==> src/rtl/armleocpu_ptw.sv <==
// armleocpu_ptw: Sv32 page-table walker returning PPN and PTE access bits (D,A,G,U,X,W,R,V) on a TLB miss
module armleocpu_ptw (
  input  logic        clk,
  input  logic        rst,
  input  logic        resolve_request,
  input  logic [19:0] resolve_virtual_address,
  input  logic [21:0] satp_ppn,
  output logic        resolve_ack,
  output logic        resolve_done,
  output logic        resolve_pagefault,
  output logic        resolve_accessfault,
  output logic [21:0] resolve_physical_address,
  output logic [7:0]  resolve_access_bits,
  output logic        m_transaction,
  output logic [33:0] m_address,
  input  logic        m_transaction_done,
  input  logic [1:0]  m_transaction_response,
  input  logic [31:0] m_rdata
);
  typedef enum logic [1:0] {IDLE, FETCH, DONE} state_t;
  state_t state_q;
  logic level_q;
  logic [19:0] va_q;
  logic [21:0] ppn_q;
  logic af, pf, leaf, fin, unused_rsw;
  logic [9:0] vpn_sel;
  assign unused_rsw = ^m_rdata[9:8];
  assign vpn_sel = level_q ? va_q[19:10] : va_q[9:0];
  assign leaf = m_rdata[1] | m_rdata[3];
  assign af = m_transaction_response != 2'b00;
  assign pf = !af & (!m_rdata[0] | (!m_rdata[1] & m_rdata[2]) |
              (leaf & level_q & (|m_rdata[19:10])) | (!leaf & !level_q));
  assign fin = af | pf | leaf;
  always_ff @(posedge clk or posedge rst) begin
    if (rst) begin
      state_q <= IDLE;
      level_q <= 1'b1;
      va_q <= '0;
      ppn_q <= '0;
      resolve_ack <= 1'b0;
      resolve_done <= 1'b0;
      resolve_pagefault <= 1'b0;
      resolve_accessfault <= 1'b0;
      resolve_physical_address <= '0;
      resolve_access_bits <= '0;
      m_transaction <= 1'b0;
      m_address <= '0;
    end else begin
      resolve_ack <= 1'b0;
      resolve_done <= 1'b0;
      case (state_q)
        IDLE: if (resolve_request) begin
          va_q <= resolve_virtual_address;
          ppn_q <= satp_ppn;
          level_q <= 1'b1;
          resolve_ack <= 1'b1;
          resolve_pagefault <= 1'b0;
          resolve_accessfault <= 1'b0;
          resolve_physical_address <= '0;
          resolve_access_bits <= '0;
          state_q <= FETCH;
        end
        FETCH: if (!m_transaction) begin
          m_transaction <= 1'b1;
          m_address <= {ppn_q, vpn_sel, 2'b00};
        end else if (m_transaction_done) begin
          m_transaction <= 1'b0;
          if (fin) begin
            state_q <= DONE;
            resolve_done <= 1'b1;
            resolve_accessfault <= af;
            resolve_pagefault <= pf;
            resolve_access_bits <= (af | pf) ? 8'h00 : m_rdata[7:0];
            resolve_physical_address <= (af | pf) ? 22'h0 :
              level_q ? {m_rdata[31:20], va_q[9:0]} : m_rdata[31:10];
          end else begin
            // pointer PTE at level 1: descend to level 0 through the next PPN
            ppn_q <= m_rdata[31:10];
            level_q <= 1'b0;
          end
        end
        default: state_q <= IDLE;
      endcase
    end
  end
endmodule

==> config.mk <==
export PLATFORM = sky130hd
export DESIGN_NAME = armleocpu_ptw
export DESIGN_NICKNAME = d
export VERILOG_FILES = /design/src/rtl/armleocpu_ptw.sv
export SDC_FILE = /design/constraint.sdc
export NUM_CORES = 1
export LEC_CHECK = 0
export BUFFER_PORTS_ARGS = -buffer_cell sky130_fd_sc_hd__buf_2
export CAP_MARGIN = 20
export CORE_MARGIN = 3
export CORE_UTILIZATION = 40
export DETAILED_ROUTE_END_ITERATION = 10
export GPL_TIMING_DRIVEN = 0
export SLEW_MARGIN = 25
export SYNTH_ARGS = -nofsm -noshare
export SYNTH_HDL_FRONTEND = slang
export SYNTH_SLANG_ARGS = --single-unit
==> constraint.sdc <==
create_clock -name clk -period 9.5 [get_ports clk]
set_input_delay 1.9 -clock clk [delete_from_list [all_inputs] [get_ports clk]]
set_output_delay 1.9 -clock clk [all_outputs]
set_load 0.02 [all_outputs]
==> results.yml <==
placed_design:
  dpl.cell_count: 696
  placedInstanceArea_sq_mm: 0.00575
  portBuffers: 144
  place.gp.congestion: 0.842
  dpl.hpwl_mm: 9.42
setup_path:
  path_cells: "buf_2 > nor2_1 > nand2_1 > o21ai_1 > clkbuf_1 > a22o_1"
  worst_ep_required_time_ns: 9.78
  worst_path_max_delay_cell: "clkbuf_1"
  crit_path_max_incr_delay_ns: 0.57
  path_max_fanout: 10
  timing.rr.end: "resolve_access_bits[7]"
  cp-start-kind: "input port"
  cp_top_family: "buffers and inverters"
  cp.depth: 6
  rrSetupSlack_ns: 7.44
  crit_type: "input port to register"
  path_buf_inv: 2
  crit_path_end_kind: "register"
  r2r_start: "state_q[0]"
  arrival_ns: 3.59
  startpoint: "m_rdata[1]"
  r2r_cells: 6
min_path:
  hold_path.class: "register to register"
  holdPathStages: 2
  hold_path_end: "va_q[19]"
  min_from: "va_q[19]"
power:
  power.density_mw_per_mm2: 298
  peakVddDrop_mv: 0.135
  power.leakage_nw: 3.21
  total_power_mw: 1.80
cts:
  path_clk_slew_ns: 0.07
  cts_buffers: 9
  cts-resized-gates: 0
  clock_path_buffers: 2
  htree_num_levels: 3
  cts_tree: "built"
  numClockSinks: 112
  cts_root_buffer: "clkbuf_16"
  clk-insertion-delay-late_ns: 0.34
  cts_setup_buffers: 0
  cts.hold.buffers_added: 0
detailed_routing:
  viasPerCell: 5.25
  drc: 0
  antenna_left: 0
  dr.pass1.iters: 4
  wl_per_cell_um: 17.9
  drt-total-wl_mm: 12.7
  num_vias: 3730
  drt_iter0_drc: 170
global_routing:
  grt_max_degree: 59
  grt_pass1_wl_mm: 20.4
  grt.overflow.total: 0
  grt_pass1_vias: 3921
  antenna_found_initial: 0
  track_usage_pct: 19.7
logic_synthesis:
  synth-main-ff-cell: "dfrtp_1"
  synth_warnings: 0
  synthCells: 407
  yosysUniqueCellTypes: 41
  ys_async_sr_fraction_pct: 100
  synthMostInstantiatedCell: "dfrtp_1"
  netlist_area_sq_mm: 0.00481
  synth_largest_area_cell: "dfrtp_1"
  syn_avg_cell_area_sq_um: 11.8
  ys_top_cells_by_count: "dfrtp_1, nand2_1, o21ai_1"
  synth-seq-cells: 112
  netlist_top_cells_area: "dfrtp_1, mux2i_1, nand2_1"
  synth_edf_count: 0
  ys_seq_area_share_pct: 58.3
  yosys.area.top_type_share_pct: 57.7
final_layout:
  finalNonFillerCells: 711
  fillers: 1065
  n_antenna_cell: 0
  final_area_sq_mm: 0.00604
  final_layout_size_suffix_gt1_share_pct: 33.6
  fin_util_pct: 52.3
  multi_input_area_sq_mm: 0.00186
  area_growth_pct: 25.6
  final_nets: 644
  ff_latch_area_sq_mm: 0.00280
sta:
  worstMarginPinSlew_ns: 0.800
  timing.fmax_mhz: 302
  finalCriticalPeriod_ns: 3.31
  rsz0062_at_grt: "false"
  setup_viol: 0
  final_max_slew_viol_count: 0
  period_share_pct: 34.9
  relSlewSlack_pct: 46.7
  finalHoldViolations: 0
  setup_tns_ns: 0
  skew_ns: 0.00920
status:
  status: "completed"
floorplanning:
  ioPinCount: 149
  fp.dieH_um: 116
  coreArea_sq_mm: 0.0116
  die_w_um: 116
  start_util_pct: 41.6
  num_rows: 39
  die_area_sq_mm: 0.0134
flow_run:
  cap_violations: 0
[area by class of cell]
cell class,count,area share [%]
Sequential cell,112,46.4
Tap cell,143,2.96
Clock buffer,12,4.08
Clock inverter,3,0.787
Multi-Input combinational cell,264,30.7
Inverter,3,0.269
Timing Repair Buffer,145,12.4
Buffer,29,2.38
[sequential cells by signal, indices dropped and copies added, names as in the netlist]
signal / count
resolve_physical_address: 22
ppn_q: 22
resolve_accessfault: 1
resolve_ack: 1
m_transaction: 1
m_address: 32
va_q: 20
resolve_access_bits: 8
level_q: 1
state_q: 2
resolve_pagefault: 1
resolve_done: 1
[cells in the final DEF (no fill, tap or decap), drive strengths merged, types with 11 or more instances in the layout]
master | Yosys | routed
a21oi | 11 | 11
a22o | 19 | 19
buf | 12 | 157
clkbuf | 17 | 29
dfrtp | 111 | 111
mux2 | 22 | 22
mux2i | 42 | 42
nand2 | 66 | 66
nor2 | 19 | 19
o21ai | 49 | 49
o2bb2ai | 11 | 11
[worst reg2reg max path: stages (launching register included)]
cell,delay (ns)
dfrtp_1,0.40
or3b_1,0.38
clkbuf_1,0.21
nand2_1,0.17
o21ai_1,0.11
clkbuf_1,0.34
a22o_1,0.34
[logic make-up (layout without fill, tap and decap cells)]
family,Yosys count,after routing,synth area share (%)
other,1,2,0.0779
muxes,64,64,13.9
AOI/OAI and AO/OA,98,98,14.7
buffers and inverters,32,192,3.22
and+or+nand+nor,100,100,9.90
DFF,112,112,58.3
[per-layer routing]
layer / vias to the layer above / global-route usage, % / share of wire [%]
li1: 1755 / - / -
met1: 1825 / 27.7 / 46
met2: 134 / 30.8 / 46
met3: 16 / 3.86 / 6.1
met4: 0 / 6.57 / 1.6
met5: - / 0 / 0
[where the power goes]
part | switching [mW] | internal, mW | total, mW
Combinational | 0.429 | 0.249 | 0.678
Clock | 0.173 | 0.213 | 0.386
Sequential | 0.0937 | 0.642 | 0.736
[worst max-delay path by stage]
stage                                   to  slack (ns)
finish              resolve_access_bits[7]        6.19
global route        resolve_access_bits[7]        6.05
global placement    resolve_access_bits[2]        3.34
detailed placement  resolve_access_bits[7]        5.81
floorplan                    m_address[10]        4.64
CTS                 resolve_access_bits[7]        6.19
[per-stage QoR]
stage               setup slack, ns  hold slack, ns
finish                         6.19           0.480
floorplan                      4.64           0.445
CTS                            6.19           0.483
global route                   6.05           0.500
detailed placement             5.81           0.466
global placement               3.34           0.460
(Power assumes the default switching activity.)
